<file path="config.mk">
export PLATFORM = sky130hd
export DESIGN_NAME = conv_operand_buffer
export DESIGN_NICKNAME = d
export VERILOG_FILES = /design/src/rtl/conv_buf_pkg.sv /design/src/rtl/window_scan_ctr.sv /design/src/rtl/conv_operand_buffer.sv
export SDC_FILE = /design/constraint.sdc
export NUM_CORES = 1
export LEC_CHECK = 0
export CORE_MARGIN = 1.5
export CORE_UTILIZATION = 30
export CTS_CLUSTER_SIZE = 12
export DETAILED_ROUTE_END_ITERATION = 6
export PLACE_DENSITY = 0.53
export RECOVER_POWER = 100
export SLEW_MARGIN = 20
export SYNTH_ARGS = -nofsm -noshare
export SYNTH_HDL_FRONTEND = slang
export SYNTH_SLANG_ARGS = --single-unit
</file>
<file path="constraint.sdc">
create_clock -name clk -period 3.6 [get_ports clk]
set_input_delay 0.72 -clock clk [delete_from_list [all_inputs] [get_ports clk]]
set_output_delay 0.72 -clock clk [all_outputs]
set_load 0.02 [all_outputs]
</file>
<file path="src/rtl/conv_buf_pkg.sv">
// Shared types and elaboration helpers for the convolution operand buffer
// and the window scanning blocks built on it.
package conv_buf_pkg;

    typedef enum logic [2:0] {
        ST_IDLE     = 3'd0,
        ST_LOAD_IMG = 3'd1,
        ST_LOAD_FLT = 3'd2,
        ST_STREAM   = 3'd3,
        ST_DONE     = 3'd4
    } conv_state_e;

    // Index width that never collapses to zero bits for single-entry ranges.
    function automatic int idx_w(input int n);
        return (n <= 32'sd1) ? 32'sd1 : $clog2(n);
    endfunction

    // Flat element slot of (row i, column j) inside a K x K tile.
    function automatic int pack_idx(input int i, input int j, input int k);
        return i * k + j;
    endfunction

endpackage

</file>
<file path="src/rtl/window_scan_ctr.sv">
// Row-major top-left position counter for K x K windows sliding over an image;
// holds at the final position so the last window stays addressable.
module window_scan_ctr #(
    parameter int ROW_MAX = 1,
    parameter int COL_MAX = 1,
    parameter int RW      = 2,
    parameter int CW      = 2
) (
    input  logic          clk,
    input  logic          rst,
    input  logic          clear,
    input  logic          advance,
    output logic [RW-1:0] row,
    output logic [CW-1:0] col,
    output logic          wrap,
    output logic          last_row
);

    localparam logic [RW-1:0] ROW_END = RW'(ROW_MAX);
    localparam logic [CW-1:0] COL_END = CW'(COL_MAX);

    logic [RW-1:0] row_r;
    logic [CW-1:0] col_r;
    logic          wrap_s;
    logic          last_row_s;

    assign wrap_s     = (col_r == COL_END);
    assign last_row_s = (row_r == ROW_END);

    // Position register: clear restarts the scan, advance steps one window.
    always_ff @(posedge clk or negedge rst) begin
        if (!rst) begin
            row_r <= '0;
            col_r <= '0;
        end else if (clear) begin
            row_r <= '0;
            col_r <= '0;
        end else if (advance && !(wrap_s && last_row_s)) begin
            if (wrap_s) begin
                col_r <= '0;
                row_r <= row_r + RW'(1'b1);
            end else begin
                col_r <= col_r + CW'(1'b1);
            end
        end
    end

    assign row      = row_r;
    assign col      = col_r;
    assign wrap     = wrap_s;
    assign last_row = last_row_s;

endmodule

</file>
<file path="src/rtl/conv_operand_buffer.sv">
// Loads an image and a filter over a valid/ready stream, then presents every
// K x K window of the image together with the filter to the MAC array.
module conv_operand_buffer
    import conv_buf_pkg::*;
#(
    parameter int DATA_W = 8,
    parameter int IMG_H  = 4,
    parameter int IMG_W  = 4,
    parameter int K      = 3
) (
    input  logic                       clk,
    input  logic                       rst,
    input  logic                       start,
    input  logic                       in_valid,
    output logic                       in_ready,
    input  logic [DATA_W-1:0]          in_data,
    output logic                       win_valid,
    input  logic                       win_ready,
    output logic [K*K*DATA_W-1:0]      win_data,
    output logic [K*K*DATA_W-1:0]      flt_data,
    output logic [idx_w(IMG_H)-1:0]    win_row,
    output logic [idx_w(IMG_W)-1:0]    win_col,
    output logic                       win_last,
    output logic                       busy,
    output logic                       done
);

    localparam int IMG_N = IMG_H * IMG_W;
    localparam int FLT_N = K * K;
    localparam int LD_W  = idx_w(IMG_N);
    localparam int FLT_W = idx_w(FLT_N);
    localparam int RW    = idx_w(IMG_H);
    localparam int CW    = idx_w(IMG_W);

    localparam logic [LD_W-1:0] IMG_LAST = LD_W'(IMG_N - 32'sd1);
    localparam logic [LD_W-1:0] FLT_LAST = LD_W'(FLT_N - 32'sd1);

    if (K > IMG_H || K > IMG_W) begin : g_bad_k
        $error("conv_operand_buffer: K must not exceed IMG_H or IMG_W");
    end

    conv_state_e       state_r;
    conv_state_e       state_nxt_s;
    logic [LD_W-1:0]   load_idx_r;
    logic [DATA_W-1:0] img_r [IMG_N];
    logic [DATA_W-1:0] flt_r [FLT_N];
    logic              in_ready_r;
    logic              win_valid_r;
    logic              busy_r;
    logic              done_r;

    logic              img_hs_s;
    logic              flt_hs_s;
    logic              img_last_s;
    logic              flt_last_s;
    logic              win_hs_s;
    logic [RW-1:0]     scan_row_s;
    logic [CW-1:0]     scan_col_s;
    logic              scan_wrap_s;
    logic              scan_last_row_s;
    logic              scan_last_s;

    assign img_hs_s    = (state_r == ST_LOAD_IMG) && in_valid && in_ready_r;
    assign flt_hs_s    = (state_r == ST_LOAD_FLT) && in_valid && in_ready_r;
    assign img_last_s  = img_hs_s && (load_idx_r == IMG_LAST);
    assign flt_last_s  = flt_hs_s && (load_idx_r == FLT_LAST);
    assign win_hs_s    = (state_r == ST_STREAM) && win_valid_r && win_ready;
    assign scan_last_s = scan_wrap_s && scan_last_row_s;

    // Job sequencing: load image, load filter, stream windows, report done.
    always_comb begin
        state_nxt_s = state_r;
        case (state_r)
            ST_IDLE: begin
                if (start) state_nxt_s = ST_LOAD_IMG;
                else       state_nxt_s = ST_IDLE;
            end
            ST_LOAD_IMG: begin
                if (img_last_s) state_nxt_s = ST_LOAD_FLT;
                else            state_nxt_s = ST_LOAD_IMG;
            end
            ST_LOAD_FLT: begin
                if (flt_last_s) state_nxt_s = ST_STREAM;
                else            state_nxt_s = ST_LOAD_FLT;
            end
            ST_STREAM: begin
                if (win_hs_s && scan_last_s) state_nxt_s = ST_DONE;
                else                         state_nxt_s = ST_STREAM;
            end
            ST_DONE: state_nxt_s = ST_IDLE;
            default: state_nxt_s = ST_IDLE;
        endcase
    end

    // State and handshake flags are registered from the next state so that
    // they line up exactly with the state they describe.
    always_ff @(posedge clk or negedge rst) begin
        if (!rst) begin
            state_r     <= ST_IDLE;
            in_ready_r  <= 1'b0;
            win_valid_r <= 1'b0;
            busy_r      <= 1'b0;
            done_r      <= 1'b0;
        end else begin
            state_r     <= state_nxt_s;
            in_ready_r  <= (state_nxt_s == ST_LOAD_IMG) || (state_nxt_s == ST_LOAD_FLT);
            win_valid_r <= (state_nxt_s == ST_STREAM);
            busy_r      <= (state_nxt_s != ST_IDLE);
            done_r      <= (state_nxt_s == ST_DONE);
        end
    end

    // Shared load pointer; restarts for each of the two load phases.
    always_ff @(posedge clk or negedge rst) begin
        if (!rst) begin
            load_idx_r <= '0;
        end else if ((state_r == ST_IDLE) && start) begin
            load_idx_r <= '0;
        end else if (img_last_s || flt_last_s) begin
            load_idx_r <= '0;
        end else if (img_hs_s || flt_hs_s) begin
            load_idx_r <= load_idx_r + LD_W'(1'b1);
        end
    end

    // Operand storage; contents survive job completion until the next load.
    always_ff @(posedge clk or negedge rst) begin
        if (!rst) begin
            for (int n = 32'sd0; n < IMG_N; n++) img_r[n] <= '0;
            for (int n = 32'sd0; n < FLT_N; n++) flt_r[n] <= '0;
        end else if (img_hs_s) begin
            img_r[load_idx_r] <= in_data;
        end else if (flt_hs_s) begin
            flt_r[load_idx_r[FLT_W-1:0]] <= in_data;
        end
    end

    window_scan_ctr #(
        .ROW_MAX (IMG_H - K),
        .COL_MAX (IMG_W - K),
        .RW      (RW),
        .CW      (CW)
    ) u_scan (
        .clk      (clk),
        .rst      (rst),
        .clear    (flt_last_s),
        .advance  (win_hs_s),
        .row      (scan_row_s),
        .col      (scan_col_s),
        .wrap     (scan_wrap_s),
        .last_row (scan_last_row_s)
    );

    // Window tap (i,j) reads image pixel (row+i, col+j); filter is a fixed map.
    for (genvar gi = 32'sd0; gi < K; gi++) begin : g_tap_row
        for (genvar gj = 32'sd0; gj < K; gj++) begin : g_tap_col
            logic [LD_W-1:0] sel_s;
            assign sel_s = LD_W'((int'(scan_row_s) + gi) * IMG_W + int'(scan_col_s) + gj);
            assign win_data[pack_idx(gi, gj, K)*DATA_W +: DATA_W] = img_r[sel_s];
            assign flt_data[pack_idx(gi, gj, K)*DATA_W +: DATA_W] = flt_r[pack_idx(gi, gj, K)];
        end
    end

    assign in_ready  = in_ready_r;
    assign win_valid = win_valid_r;
    assign win_row   = scan_row_s;
    assign win_col   = scan_col_s;
    assign win_last  = scan_last_s && win_valid_r;
    assign busy      = busy_r;
    assign done      = done_r;

endmodule

</file>
; ---- After elaboration in Yosys (flattened, before gate mapping)
; Cells that the tools add are included.
[op_classes]
n_eq_ne = 11
n_reduce_logical = 25
n_bitwise = 11
n_addsub = 14
n_lt_le_gt_ge = 11
muxes = 45
[op_table]
columns = cell, count
row1 = 8-bit binary-select mux with 4-bit select, 9
row2 = 8-bit 2-to-1 mux, 19
row3 = 128-bit bitwise mux, 1
row4 = 72-bit bitwise mux, 1
row5 = 5-bit greater-or-equal comparator (second input constant), 10
row6 = 4-bit inverter with 5-bit output, 10
row7 = 8-bit demux with 4-bit select, 1
row8 = 4-bit by 2-bit adder with 4-bit output (second input constant), 6
row9 = 1-bit logical AND, 14
row10 = 2-bit 2-to-1 mux, 7
row11 = 4-bit by 2-bit adder with 4-bit output, 3
row12 = 3-bit by 2-bit equality test with 1-bit output (second input constant), 4
row13 = 4-bit 2-to-1 mux, 3
row14 = 3-bit one-hot mux with 4 select lines, 1
row15 = 4-bit equality test (second input constant), 2
row16 = 2-bit by 1-bit adder with 2-bit output (second input constant), 3
row17 = 3-bit by 1-bit equality test with 1-bit output (second input constant), 2
row18 = 3-bit nonzero test, 2
row19 = 5-bit by 1-bit < comparator with 1-bit output (second input constant), 1
row20 = 4-bit by 1-bit adder with 4-bit output (second input constant), 1
row21 = 2-bit by 1-bit equality test with 1-bit output (second input constant), 2
row22 = 2-bit AND reduction, 2
row23 = 2-bit nonzero test, 2
row24 = 3-bit equality test (second input constant), 1
row25 = other kinds (7), 10
[totals]
regBits = 215

; ---- Logic depth before layout (Yosys ltp)
[logic_depth]
depth_word = 8
depth_mapped = 12

; ---- Modules after synthesis
; A second synthesis with hierarchy kept.
[unflattened]
cells_unflattened = 924
area_unflattened_um2 = 14355.0
[by_module_without_submodules]
columns = mod, area_per_inst_um2, cells_per_inst, instances
row1 = conv_operand_buffer, 14129.8, 905, 1
row2 = window_scan_ctr, 225.2, 19, 1

; ---- Worst setup path after synthesis
; OpenSTA, ideal clock, no wires.
[synth_path]
path_kind = flip-flop to output port
start = reg u_scan.col_r[0], in the netlist u_scan.col[0]
end = out win_data[36]
setup_slack_ns = -0.091
t_required_ns = 2.880
path_buffers = 7
path_stages_with_launch = 12
arrival_time_ns = 2.971
path_cell_list = dfrtp_1 > buf_6 > buf_6 > buf_6 > buf_2 > inv_1 > ha_1 > buf_2 > buf_4 > buf_2 > mux4_1 > mux4_1
[synth_between]
elab_chain_len = 6
[synth_lines]
columns = element, line
row1 = from (decl), window_scan_ctr.sv:23  ; logic [CW-1:0] col_r;
row2 = from (signal assigned), window_scan_ctr.sv:43  ; col_r <= col_r + CW'(1'b1);
row3 = 4-bit by 2-bit adder with 4-bit output (2 in series), conv_operand_buffer.sv:158  ; assign sel_s = LD_W'((int'(scan_row_s) + gi) * IMG_W + int'(scan_col_s) + gj);
row4 = 4-bit inverter with 5-bit output (implied by the code), conv_operand_buffer.sv:159  ; assign win_data[pack_idx(gi, gj, K)*DATA_W +: DATA_W] = img_r[sel_s];
row5 = 8-bit binary-select mux with 4-bit select, conv_operand_buffer.sv:159
row6 = 8-bit 2-to-1 mux (implied by the code) (2 in series), conv_operand_buffer.sv:159
row7 = to (decl), conv_operand_buffer.sv:19  ; output logic [K*K*DATA_W-1:0] win_data,
; No other way between the ends. The select of a mux whose other input is x is not followed.

; ---- Worst setup path after layout
[layout_path]
start = reg u_scan.col_r[1], in the netlist u_scan.col[1]
end = out win_data[39]
; The elaborated chain is that of the path after synthesis.

==> key figures <==
Outcome
  – Outcome: complete, but fails checks
  – Failing checks: design-rule violations, max-capacitance violations, max-slew violations

Critical path
  – Max stage delay on crit path: around 560 ps
  – Top cell family by delay on the critical path: multiplexers
  – R2R depth: 4
  – Worst Setup End Kind: primary output
  – Crit-path slowest cell: mux4_2
  – Reg2reg setup slack: 580 ps
  – Critical path required time: about 2900 ps
  – Crit-path cells: ha_4, buf_12, mux4_2, mux4_2, buf_6
  – R2r startpoint: state_r[0]
  – WS Path Type: reg2out
  – Worst path bufs/invs: 2
  – Critical Path AT: roughly 2800 ps
  – CP max FO: 9
  – Worst path most repeated cell: mux4_2
  – Reg2reg end: img_r[80]
  – Worst Setup Start Kind: flip-flop

Floorplanning
  – Die Ht: 218 um
  – Initial Util: between 30% and 40%
  – FP Rows: 78
  – Core ar.: approximately 45000 sq um
  – # IOs: between 150 and 200
  – DIE WIDTH: roughly 220 um
  – Die area: approximately 47000 sq um

STA
  – Max_slew headroom: -45.2%
  – # setup viols final: 0
  – Final Max Tran Viols: 79
  – Final Cycle Share: 98.6%
  – Max Clk Rate: 282 MHz
  – Final Hold Violating Endpoints: 0
  – Setup TNS Final: 0 ps
  – RSZ-0062 raised after global routing: true
  – Skew final: between 9 and 10 ps
  – Tmin final: around 3500 ps
  – Worst-margin pin slew: between 2000 and 2500 ps

Synth
  – Mean post-synth cell area: 14.5 sq um
  – Seq/Total Area, Yosys: 38.9%
  – Synth warnings: 0
  – Primary FF master, synth: dfrtp_1
  – Syn Nets: between 900 and 1000
  – Post-synth EDFFs: 0
  – Async SR Flop Fraction: 100%
  – Cell count after synthesis: between 900 and 1000
  – Count of cell types in the netlist: between 40 and 50
  – #FFs+latches synth: between 200 and 250
  – Mapped Area: around 14000 sq um

Pwr
  – Total power: around 15000 uW
  – Pwr/cell area: approximately 860 nW/um^2
  – Worst vdd ir: roughly 0.00043 V
  – Cell leakage power: 0.00793 uW

Hold path
  – Hold Path Sink: flt_data[28]
  – Worst Min Path Start: flt_data[28]
  – Min-delay worst type: reg2reg
  – Hold Crit Depth: 1

Routing
  – Remaining antenna violation count: 0
  – Drt wl/cell: around 26 um
  – Vias: between 9000 and 10000
  – Vias per std cell: 5.58
  – Drt pass-1 iters: 7
  – Residual DRC: 1
  – Drt total wl: roughly 47000 um
  – Detailed Route Iter0 Violations: between 500 and 600

Placement
  – PortBufs: about 170
  – Gpl congestion: 0.836
  – Post-DP HPWL: 32700 um
  – Cells after DPL: 1710

Clock network
  – Sink Count: roughly 220
  – # hold bufs at CTS: 0
  – Total CTS buffers: 27
  – Bufs on Longest Clock Path: 3
  – H-tree depth: 1
  – Worst-path clk slew: 60 ps
  – CTS tree: done
  – Clk root buf: clkbuf_16
  – Worst skew pair latency: around 550 ps

Global routing
  – First-pass GRT wire length: approximately 69000 um
  – Largest net degree at the start of global routing: a little over 80
  – Total GRT Usage: between 10% and 20%
  – Met2 GRT Util: a little under a third
  – Met3 Use GR: 5.15%
  – GRT overflow: 0
  – Vias in the first global route: 10075
  – Initial antenna violation count: 1
  – Grt peak-use layer: met2
  – Global Route met1 Usage: a little over a quarter

Layout
  – Area growth, synth to finish: 27.5%
  – Share of layout cells above drive strength 1: approximately 45%
  – Final core utilization: 38.8%
  – Most frequent cells in the layout: dfrtp_1, mux2_2, mux4_2
  – Fin nets: 1183
  – Final std cells w/o fill: about 1800
  – Commonest non-fill, non-tap cell in the layout: dfrtp_1
  – Fillers: approximately 4300

Run
  – MaxCap Viol Count: 1
routing by layer:
layer	routed length [um]	up-vias
met2	21800	425
met4	1100	0
met5	0	-
li1	-	4207
met1	20300	5241
met3	3890	63
final cells by class:
type / count / area [sq um] / share of cell area, %
Multi-Input combinational cell: 649 / 8010 / 45.5
Sequential cell: 215 / 5390 / 30.6
Timing Repair Buffer: 257 / 2460 / 14.0
Clock buffer: 37 / 763 / 4.33
Tap cell: 600 / 751 / 4.26
Clock inverter: 13 / 201 / 1.14
Inverter: 10 / 42.5 / 0.241
Antenna cell: 1 / 2.50 / 0.0142
kinds of logic (layout without fill, tap and decap cells):
| group | Yosys count | in the layout | synth area share (%) |
|---|---|---|---|
| multiplexers | 476 | 476 | 48.2 |
| adder cells (fa/ha/maj) | 10 | 10 | 0.905 |
| flip-flops | 215 | 215 | 38.9 |
| XOR/XNOR | 11 | 11 | 0.968 |
| buffers and inverters | 90 | 317 | 3.45 |
| AO/OA/AOI/OAI | 36 | 36 | 1.86 |
| AND/OR/NAND/NOR | 116 | 116 | 5.71 |
| other | 0 | 1 | 0 |
worst max-delay path by stage:
stage / startpoint / end / slack (ps) / depth (start not counted)
floorplan: u_scan.col[0] / win_data[32] / 40 / 11
global placement: u_scan.col[1] / win_data[69] / 150 / 6
detailed placement: u_scan.col[1] / win_data[69] / 130 / 6
CTS: u_scan.col[0] / win_data[1] / -150 / 6
global route: u_scan.col[1] / win_data[39] / -9 / 5
finish: u_scan.col[1] / win_data[39] / 50 / 5
timing repair:
action                     4_1_cts  5_1_grt
resized for setup              140       46
setup endpoints to repair       72       44
pin swaps                        2        1
cloned                           4        3
buffers inserted                 3       11
power by group:
part           switching, uW  internal [uW]  leakage, uW  total [uW]
Sequential               672           3020      0.00289        3700
Clock                   1100           1840     0.000466        2930
Combinational           4520           4030      0.00458        8550
cell usage after synthesis (6+ instances only):
| cell type | count | share of area [%] |
|---|---|---|
| mux2i_1 | 140 | 10 |
| a22oi_1 | 8 | 0.43 |
| mux4_1 | 10 | 1.9 |
| mux2_2 | 208 | 17 |
| or4_1 | 6 | 0.33 |
| nand4_1 | 12 | 0.54 |
| buf_4 | 13 | 0.71 |
| clkbuf_1 | 32 | 0.87 |
| nand4_2 | 21 | 1.9 |
| o31ai_1 | 6 | 0.33 |
| mux4_2 | 118 | 19 |
| buf_2 | 24 | 0.87 |
| nand2_1 | 14 | 0.38 |
| ha_1 | 10 | 0.90 |
| o211ai_1 | 8 | 0.43 |
| nand3_1 | 36 | 1.3 |
| dfrtp_1 | 215 | 39 |
| inv_1 | 7 | 0.19 |
| buf_6 | 8 | 0.65 |
worst reg2reg max path, delay by kind of cell, from the launching register on:
kind	cells	cell delay, ps
simple gates	2	1460
flops	1	490
buf+inv	1	340
mux	1	610
registers in the layout, indices dropped and copies added, names as in the netlist:
register / count
win_valid: 1
load_idx_r: 4
img_r: 128
state_r: 3
in_ready: 1
u_scan.col: 2
done: 1
flt_data: 72
u_scan.row: 2
busy: 1
per-stage QoR:
step	setup slack [ps]	hold slack (ps)	instance area [sq um]
after floorplan	36.5	424	13800
after global placement	149	487	16500
after detailed placement	131	491	16500
after CTS	-147	164	17700
after global routing	-8.61	516	17600
final	51.5	500	17600
(Power assumes the default switching activity.)
